--- src/rtl/rsa_decrypt_reader_pkg.sv ---
// rsa_decrypt_reader_pkg: shared widths, FSM encoding and modular multiplier timing
package rsa_decrypt_reader_pkg;
  localparam int WIDTH = 32;
  localparam int DEPTH_LOG2 = 5;
  localparam int MODMUL_CYCLES = WIDTH + 1;
  localparam int BIT_W = $clog2(WIDTH);
  typedef enum logic [2:0] {IDLE, FETCH, CAPTURE, CHECK, SQUARE, MULT, EMIT, FINISH} state_t;
endpackage

--- src/rtl/rsa_decrypt_reader_if.sv ---
// rsa_decrypt_reader_if: batch control, operand store read port and plaintext output bundle
interface rsa_decrypt_reader_if;
  import rsa_decrypt_reader_pkg::*;
  logic start;
  logic [DEPTH_LOG2:0] num_entries;
  logic rd_en;
  logic [WIDTH-1:0] n_in, d_in, c_in, m_out;
  logic [DEPTH_LOG2-1:0] m_idx;
  logic m_valid, err, busy, done;
  modport master (output start, num_entries, n_in, d_in, c_in,
                  input rd_en, m_out, m_idx, m_valid, err, busy, done);
  modport slave (input start, num_entries, n_in, d_in, c_in,
                 output rd_en, m_out, m_idx, m_valid, err, busy, done);
endinterface

--- src/rtl/rsa_decrypt_reader_modmul.sv ---
// rsa_modmul: sequential MSB-first shift-add computing a*b mod n (1 load + WIDTH step cycles)
module rsa_modmul
  import rsa_decrypt_reader_pkg::*;
(
  input  logic clk,
  input  logic rst,
  input  logic go,
  input  logic [WIDTH-1:0] a,
  input  logic [WIDTH-1:0] b,
  input  logic [WIDTH-1:0] n,
  output logic [WIDTH-1:0] r,
  output logic mm_done
);
  logic [WIDTH-1:0] r_q, b_q;
  logic [BIT_W-1:0] cnt_q;
  logic run_q;
  logic [WIDTH:0] t0, t1, t2, t3;
  // one step: double, reduce, conditionally add a, reduce; WIDTH+1 bits hold 2n-1
  always_comb begin
    t0 = {r_q, 1'b0};
    t1 = t0 >= {1'b0, n} ? t0 - {1'b0, n} : t0;
    t2 = b_q[WIDTH-1] ? t1 + {1'b0, a} : t1;
    t3 = t2 >= {1'b0, n} ? t2 - {1'b0, n} : t2;
  end
  assign r = t3[WIDTH-1:0];
  assign mm_done = run_q && cnt_q == '0;
  // load on go, then walk b from MSB; the final step result is presented alongside mm_done
  always_ff @(posedge clk) begin
    if (rst) begin
      run_q <= 1'b0;
      r_q <= '0;
      b_q <= '0;
      cnt_q <= '0;
    end else if (go) begin
      run_q <= 1'b1;
      r_q <= '0;
      b_q <= b;
      cnt_q <= BIT_W'(WIDTH - 1);
    end else if (run_q) begin
      r_q <= t3[WIDTH-1:0];
      b_q <= b_q << 1;
      cnt_q <= cnt_q - 1'b1;
      run_q <= cnt_q != '0;
    end
  end
endmodule

--- src/rtl/rsa_decrypt_reader.sv ---
// rsa_decrypt_reader: drains (n,d,c) entries and emits m = c^d mod n per entry
module rsa_decrypt_reader
  import rsa_decrypt_reader_pkg::*;
(
  input logic clk,
  input logic rst,
  rsa_decrypt_reader_if.slave bus
);
  state_t state_q;
  logic [WIDTH-1:0] n_q, d_q, c_q, acc_q, m_out_q, mm_b, mm_r;
  logic [BIT_W-1:0] bit_q;
  logic [DEPTH_LOG2-1:0] idx_q, m_idx_q;
  logic [DEPTH_LOG2:0] num_q;
  logic bad, bad_q, go_q, rd_en_q, m_valid_q, err_q, busy_q, done_q, mm_done;
  assign bad = n_q < WIDTH'(2) || c_q >= n_q;
  assign mm_b = state_q == MULT ? c_q : acc_q;
  rsa_modmul u_mm (.clk, .rst, .go(go_q), .a(acc_q), .b(mm_b), .n(n_q), .r(mm_r), .mm_done);
  assign bus.rd_en = rd_en_q;
  assign bus.m_out = m_out_q;
  assign bus.m_idx = m_idx_q;
  assign bus.m_valid = m_valid_q;
  assign bus.err = err_q;
  assign bus.busy = busy_q;
  assign bus.done = done_q;
  // batch sequencer: fetch, validate, square-and-multiply over all exponent bits, emit
  always_ff @(posedge clk) begin
    if (rst) begin
      state_q <= IDLE;
      n_q <= '0;
      d_q <= '0;
      c_q <= '0;
      acc_q <= '0;
      bit_q <= '0;
      idx_q <= '0;
      num_q <= '0;
      bad_q <= 1'b0;
      go_q <= 1'b0;
      rd_en_q <= 1'b0;
      m_valid_q <= 1'b0;
      m_out_q <= '0;
      m_idx_q <= '0;
      err_q <= 1'b0;
      busy_q <= 1'b0;
      done_q <= 1'b0;
    end else begin
      go_q <= 1'b0;
      rd_en_q <= 1'b0;
      m_valid_q <= 1'b0;
      done_q <= 1'b0;
      case (state_q)
        IDLE: if (bus.start) begin
          busy_q <= 1'b1;
          idx_q <= '0;
          num_q <= bus.num_entries;
          rd_en_q <= bus.num_entries != '0;
          state_q <= bus.num_entries == '0 ? FINISH : FETCH;
        end
        FETCH: state_q <= CAPTURE;
        CAPTURE: begin
          n_q <= bus.n_in;
          d_q <= bus.d_in;
          c_q <= bus.c_in;
          acc_q <= WIDTH'(1);
          bit_q <= BIT_W'(WIDTH - 1);
          state_q <= CHECK;
        end
        CHECK: begin
          bad_q <= bad;
          acc_q <= bad ? '0 : acc_q;
          go_q <= !bad;
          state_q <= bad ? EMIT : SQUARE;
        end
        SQUARE: if (mm_done) begin
          acc_q <= mm_r;
          if (d_q[bit_q]) begin
            go_q <= 1'b1;
            state_q <= MULT;
          end else if (bit_q == '0) begin
            state_q <= EMIT;
          end else begin
            bit_q <= bit_q - 1'b1;
            go_q <= 1'b1;
          end
        end
        MULT: if (mm_done) begin
          acc_q <= mm_r;
          if (bit_q == '0) begin
            state_q <= EMIT;
          end else begin
            bit_q <= bit_q - 1'b1;
            go_q <= 1'b1;
            state_q <= SQUARE;
          end
        end
        EMIT: begin
          m_valid_q <= 1'b1;
          m_out_q <= acc_q;
          m_idx_q <= idx_q;
          err_q <= bad_q;
          idx_q <= idx_q + 1'b1;
          if ({1'b0, idx_q} + 1'b1 == num_q) begin
            state_q <= FINISH;
          end else begin
            rd_en_q <= 1'b1;
            state_q <= FETCH;
          end
        end
        FINISH: begin
          done_q <= 1'b1;
          busy_q <= 1'b0;
          state_q <= IDLE;
        end
        default: state_q <= IDLE;
      endcase
    end
  end
endmodule

--- src/flat_wrapper.sv ---
// flat-port wrapper written by rule: the top's interface ports become plain ports
module rsa_decrypt_reader_flat import rsa_decrypt_reader_pkg::*;
  (clk, rst, bus_start, bus_num_entries, bus_n_in, bus_d_in, bus_c_in, bus_rd_en, bus_m_out, bus_m_idx, bus_m_valid, bus_err, bus_busy, bus_done);
  rsa_decrypt_reader_if bus_i ();
  input logic clk;
  input logic rst;
  input wire logic [$bits(bus_i.start)-1:0] bus_start;
  input wire logic [$bits(bus_i.num_entries)-1:0] bus_num_entries;
  input wire logic [$bits(bus_i.n_in)-1:0] bus_n_in;
  input wire logic [$bits(bus_i.d_in)-1:0] bus_d_in;
  input wire logic [$bits(bus_i.c_in)-1:0] bus_c_in;
  output wire logic [$bits(bus_i.rd_en)-1:0] bus_rd_en;
  output wire logic [$bits(bus_i.m_out)-1:0] bus_m_out;
  output wire logic [$bits(bus_i.m_idx)-1:0] bus_m_idx;
  output wire logic [$bits(bus_i.m_valid)-1:0] bus_m_valid;
  output wire logic [$bits(bus_i.err)-1:0] bus_err;
  output wire logic [$bits(bus_i.busy)-1:0] bus_busy;
  output wire logic [$bits(bus_i.done)-1:0] bus_done;
  assign bus_i.start = bus_start;
  assign bus_i.num_entries = bus_num_entries;
  assign bus_i.n_in = bus_n_in;
  assign bus_i.d_in = bus_d_in;
  assign bus_i.c_in = bus_c_in;
  assign bus_rd_en = bus_i.rd_en;
  assign bus_m_out = bus_i.m_out;
  assign bus_m_idx = bus_i.m_idx;
  assign bus_m_valid = bus_i.m_valid;
  assign bus_err = bus_i.err;
  assign bus_busy = bus_i.busy;
  assign bus_done = bus_i.done;
  rsa_decrypt_reader u_core (.clk(clk), .rst(rst), .bus(bus_i));
endmodule
--- config.mk ---
export PLATFORM = sky130hd
export DESIGN_NAME = rsa_decrypt_reader_flat
export DESIGN_NICKNAME = d
export VERILOG_FILES = /design/src/rtl/rsa_decrypt_reader_pkg.sv /design/src/rtl/rsa_decrypt_reader_if.sv /design/src/rtl/rsa_decrypt_reader_modmul.sv /design/src/rtl/rsa_decrypt_reader.sv /design/src/flat_wrapper.sv
export SDC_FILE = /design/constraint.sdc
export NUM_CORES = 1
export LEC_CHECK = 0
export CAP_MARGIN = 30
export CORE_UTILIZATION = 54
export CTS_CLUSTER_DIAMETER = 60
export CTS_CLUSTER_SIZE = 24
export DETAILED_ROUTE_END_ITERATION = 12
export GPL_TIMING_DRIVEN = 0
export PLACE_DENSITY = 0.78
export SETUP_SLACK_MARGIN = 0.3
export SLEW_MARGIN = 40
export SYNTH_ARGS = -nofsm -noshare
export SYNTH_HDL_FRONTEND = slang
export SYNTH_HIERARCHICAL = 1
export SYNTH_SLANG_ARGS = --single-unit
--- constraint.sdc ---
create_clock -name clk -period 7.4 [get_ports clk]
set_input_delay 1.48 -clock clk [delete_from_list [all_inputs] [get_ports clk]]
set_output_delay 1.48 -clock clk [all_outputs]
set_load 0.01 [all_outputs]
After elaboration in Yosys (flattened, before gate mapping)
Index checks and enable logic that the tools add are counted.
Word-level totals
  flip-flop bits (word level): 261
  logic and storage cells: 114
  output and inout bits: 42
  input bits: 105
Operators by class
  order comparisons: 5
  mux-type cells: 44
  equality and inequality tests: 15
  reduce and logical (&&, ||, !) cells: 22
  add/subtract/negate cells: 7
Operators with widths (number)
  $mux 32: 6
  $pmux 32 s3: 1
  $ge 33x32->1: 2
  $mux 33: 2
  $mux 5: 7
  $add 33x32->33: 1
  $sub 33x32->33: 1
  $ge 32x32->1: 1
  $lt 32x2->1 const B: 1
  $sub 32x32->32: 1
  $pmux 3 s8: 1
  $mux 3: 7
  $pmux 5 s3: 1
  $eq 3x3->1 const B: 4
  $mux 1: 12
  $logic_not 5->1: 2
  $pmux 5 s2: 1
  $sub 5x1->5 const B: 2
  $ne 2x1->1 const B: 4
  $reduce_and 4->1: 2
  $add 5x1->6 const B: 1
  $eq 3x2->1 const B: 2
  $eq 6x6->1: 1
  $logic_not 6->1: 1
  20 further kinds: 29

Logic depth before layout (Yosys ltp)
  depth in word-level cells: 8
  depth in mapped cells: 42

By module
The synthesis kept the hierarchy.
Modules (own cells, without submodules)
  rsa_modmul: instances 1, cells an instance 1247, area an instance 9203.8 um2
  rsa_decrypt_reader: instances 1, cells an instance 1078, area an instance 8715.9 um2

Worst setup path before layout
Ideal clock, no wire load.
  kind: reg-to-reg
  start: register u_core.n_q[29]
  end: register u_core.acc_q[28]
  setup slack: -353 ps
  stages on the path, launching flop included: 41
  data arrival time: 7682 ps
  data required time: 7330 ps
  buffers on the path: 6
  cell sequence: dfxtp_1 inv_1 ha_1 buf_2 nand4b_1 or3_1 a2111oi_0 or3_1 buf_6 buf_2 buf_2 nand2_1 inv_1 ha_1 inv_1 fa_1 nand2b_1 a21o_1 (+5 left out) nand2_1 o21ai_0 inv_1 ha_1 and3_1 a221o_1 a21oi_2 o21ai_1 a41oi_1 nand2b_1 nand3_1 a211oi_2 nand2_4 buf_2 buf_2 a21oi_1 or4b_2 a21oi_1
On the way
  longest elaborated chain between the ends: 8
  elaborated cells on any way between the ends: 15
  classes of those cells: add/sub: 3; order compare: 4; eq/ne: 1; mux: 5; reduce/logical: 2
Ends and longest elaborated chain
  start, declared: line rsa_decrypt_reader.sv:10  | logic [WIDTH-1:0] n_q, d_q, c_q, acc_q, m_out_q, mm_b, mm_r;
  start signal, assigned: line rsa_decrypt_reader.sv:60  | n_q <= bus.n_in;
  $sub 33x32->33 or $ge 33x32->1 (tied branches): line rsa_decrypt_reader_modmul.sv:21  | t1 = t0 >= {1'b0, n} ? t0 - {1'b0, n} : t0;
  $mux 33: line rsa_decrypt_reader_modmul.sv:21
  $add 33x32->33: line rsa_decrypt_reader_modmul.sv:22  | t2 = b_q[WIDTH-1] ? t1 + {1'b0, a} : t1;
  $mux 33: line rsa_decrypt_reader_modmul.sv:22
  $ge 33x32->1 or $sub 32x32->32 (tied branches): line rsa_decrypt_reader_modmul.sv:23  | t3 = t2 >= {1'b0, n} ? t2 - {1'b0, n} : t2;
  $mux 32 *: line rsa_decrypt_reader_modmul.sv:23
  net u_core.mm_r[28]: line rsa_decrypt_reader.sv:10
  $mux 32 *: line rsa_decrypt_reader.sv:73, rsa_decrypt_reader.sv:85
  $pmux 32 s3 *: line rsa_decrypt_reader.sv:50  | case (state_q)
  end signal, assigned: line rsa_decrypt_reader.sv:69  | acc_q <= bad ? '0 : acc_q;
  end signal, assigned: line rsa_decrypt_reader.sv:74  | acc_q <= mm_r;
  end signal, assigned: line rsa_decrypt_reader.sv:86  | acc_q <= mm_r;
  end, declared: line rsa_decrypt_reader.sv:10
The timed path passes the listed nets; every way through them passes the cells marked *. The select of a mux whose other input is x is not followed.
A chain may end at the register's enable or synchronous reset.

Worst setup path in the final report
  start: register u_core.n_q[1]
  end: register u_core.acc_q[13]
On the way
  longest elaborated chain between the ends: 8
  elaborated cells on any way between the ends: 15
  classes of those cells: add/sub: 3; order compare: 4; eq/ne: 1; mux: 5; reduce/logical: 2
Ends and longest elaborated chain (line)
  $sub 33x32->33 or $ge 33x32->1 (tied branches): rsa_decrypt_reader_modmul.sv:21
  $mux 33: rsa_decrypt_reader_modmul.sv:21
  $add 33x32->33: rsa_decrypt_reader_modmul.sv:22
  $mux 33: rsa_decrypt_reader_modmul.sv:22
  $sub 32x32->32 or $ge 33x32->1 (tied branches): rsa_decrypt_reader_modmul.sv:23
  $mux 32 *: rsa_decrypt_reader_modmul.sv:23
  net u_core.mm_r[13]: rsa_decrypt_reader.sv:10
  $mux 32 *: rsa_decrypt_reader.sv:73, rsa_decrypt_reader.sv:85
  $pmux 32 s3 *: rsa_decrypt_reader.sv:50
Marked as above.

==> results.json <==
{
  "layout.cells.non_filler": 3105,
  "final_cell_mix": "366 x nand2_1, 285 x a21oi_1, 231 x dfxtp_1",
  "fin_skew_ns": 0.0283,
  "clock_path_buffers": 3,
  "path_class": "register to register",
  "layout_commonest_cell": "nand2_1",
  "synthesis.nets": 2565,
  "routabilityCongestion": 0.985,
  "port_buffers": 146,
  "antenna_found_initial": 1,
  "period_share_pct": 106,
  "fin_crit_ns": 7.85,
  "rows": 66,
  "regArea_sq_um": 5300,
  "synth_cell_types": 88,
  "r2r-start": "u_core/n_q[1]",
  "worstSetupStartpointType": "register",
  "place_worst_setup_slack_ns": -1.56,
  "grt_max_degree": 23,
  "maxCapViolations": 0,
  "nets": 2888,
  "fmax_mhz": 127,
  "fin_setup_tns_ns": -14.19,
  "r2r_cells": 38,
  "synth_edf_count": 0,
  "critPathCapture": "u_core/acc_q[13]",
  "crit_start": "u_core/n_q[1]",
  "htree_levels": 1,
  "critical_path_required_ns": 7.87,
  "antenna_cells": 0,
  "hp-class": "register to register",
  "clock_sinks": 261,
  "cp_data_arrival_time_ns": 8.32,
  "seq_area_frac_synth_pct": 29.2,
  "cts.clk_slew.worst_paths_ns": 0.08,
  "multi_input_area_sq_um": 13500,
  "grt_pass1_wl_mm": 100,
  "syn_inst": 2325,
  "wire_per_inst_um": 22.5,
  "slew-limit-headroom_pct": 40.3,
  "path_max_fanout": 7,
  "route.detailed.drc": 0,
  "grt_setup_unrepaired": "yes",
  "fill_cells": 2376,
  "final_hold_viol_count": 0,
  "hold_depth": 2,
  "ff2ff_setup_slack_ns": -0.45,
  "post-route-util_pct": 74.1,
  "grt_use_total_pct": 38.4,
  "ant_nets": 0,
  "vias_per_cell": 6.22,
  "setup_viol": 55,
  "grt_overflow_total": 0,
  "cpPeakStageDelay_ns": 0.48,
  "cts_root_buf": "clkbuf_16",
  "ys.flop_type": "dfxtp_1",
  "status": "complete, but fails checks",
  "wirelength_mm": 69.7,
  "syn_area_sq_um": 17900,
  "vias": 19300,
  "firstDrtPassIters": 5,
  "io_pins": 147,
  "cts_tree": "built",
  "violations": "negative setup slack",
  "async_flop_share_pct": 0,
  "cpMaxStageDelayCell": "or4b_4",
  "placed_cells": 2914,
  "synth.avg_cell_area_sq_um": 7.71,
  "final-max-slew-violation-count": 0,
  "ys_warn_count": 6,
  "regToRegEndpoint": "u_core/acc_q[13]",
  "die_h_um": 184,
  "hpwlAfterDp_mm": 50.5,
  "core_sq_um": 32600,
  "die_w_um": 184,
  "dieArea_sq_um": 33900,
  "synth-seq-cells": 261,
  "drt_iter0_markers": 1745,
  "initial_core_util_pct": 54.9,
  "timing.critical_path.mode_cell": "buf_12",
  "grt_pass1_vias": 17900,
  "setup_ws_ns": -0.455,
  "drive_above_1_share_pct": 24.1,
  "cp-end-kind": "register",
  "clk_latency_ns": 0.54,
  "area_growth_pct": 34.8,
  "worst_pin_slew_ns": 0.896,
  "cts-buffers-inserted": 23
}
## synth_stat cells (15+ instances only)
master    instances  share of area (%)
o211ai_1         16               0.67
a21o_1           25                1.0
inv_1            97                2.0
a21oi_1         359                 10
o21ai_0         109                3.0
nand2b_1         17               0.59
mux2_2           54                3.4
dfxtp_1         261                 29
xor2_1           34                1.7
nand4_1          17               0.59
nor2_1          224                4.7
o21a_1           32                1.3
nor3_1           32               0.89
mux2i_1          41                2.3
nand3_1          22               0.61
xnor2_1          56                2.7
nor4_1           15               0.52
buf_2            15               0.42
and3_1           18               0.63
ha_1            132                9.2
clkbuf_1        104                2.2
nand2_1         376                7.9
or4b_2           32                1.8
## layout make-up
cell class / count / share of cell area [%]
inverter: 100 / 1.67
sequential: 261 / 21.9
tap: 442 / 2.29
clock inverter: 16 / 0.917
clock buffer: 24 / 2.44
buffer: 134 / 3.07
multi-input combinational: 1830 / 55.9
timing repair buffer: 298 / 11.8
## kinds of logic after synthesis
kind of cell	count (synthesis)	share of synthesized area, %
xor+xnor	92	4.68
mux	119	8.18
simple gates	819	20.9
buf+inv	234	5.36
compound gates	665	22.2
flops	261	29.2
fa+ha+maj	135	9.55
## registers in the layout, indices dropped and copies added, names as in the netlist
name / count
u_core/bus.m_out: 32
u_core/state_q: 3
u_core/bus.err: 1
u_core/d_q: 32
u_core/num_q: 6
u_core/bit_q: 5
u_core/c_q: 32
u_core/bus.done: 1
u_core/u_mm/r_q: 32
u_core/bad_q: 1
u_core/bus.busy: 1
u_core/bus.m_idx: 5
u_core/u_mm/b_q: 32
u_core/n_q: 32
u_core/u_mm/cnt_q: 5
u_core/acc_q: 32
u_core/go_q: 1
u_core/bus.m_valid: 1
u_core/bus.rd_en: 1
u_core/idx_q: 5
u_core/u_mm/run_q: 1
## stage by stage
step | hold WS (ns) | area (sq um)
floorplan | 0.432 | 18100
global placement | 0.441 | 20100
detailed placement | 0.444 | 20100
CTS | 0.455 | 23000
global route | 0.475 | 24200
finish | 0.456 | 24200
## worst max-delay path: cells and delay by family (launching register included)
kind / cells / cell delay (ns)
AOI/OAI and AO/OA: 14 / 2.89
adders and majority gates: 3 / 0.77
buffers and inverters: 10 / 1.39
DFF: 1 / 0.40
and+or+nand+nor: 11 / 2.28
## how the worst min path moves through the flow
stage	to	startpoint	slack (ns)
global placement	u_core/d_q[26]	u_core/d_q[26]	0.44
finish	u_core/d_q[26]	u_core/d_q[26]	0.46
global route	u_core/bus.m_out[28]	u_core/bus.m_out[28]	0.48
detailed placement	u_core/d_q[26]	u_core/d_q[26]	0.44
CTS	u_core/d_q[26]	u_core/d_q[26]	0.45
floorplan	u_core/d_q[26]	u_core/d_q[26]	0.43
## repair_timing
action	4_1_cts	5_1_grt
hold buffers	0	0
buffers inserted	83	64
setup endpoints to repair	64	64
pin swaps	67	102
cloned	2	1
resized for setup	316	163
## layer usage
| layer | wire, um | GRT usage [%] | up-vias |
|---|---|---|---|
| li1 | - | - | 8838 |
| met4 | 4530 | 19.4 | 2 |
| met2 | 31900 | 64.4 | 1049 |
| met1 | 27700 | 48.3 | 9139 |
| met3 | 5640 | 5.08 | 285 |
| met5 | 13 | 0 | - |
Power is not shown: default switching activity piles up to over one toggle a cycle in this logic, so the estimate is an artifact.
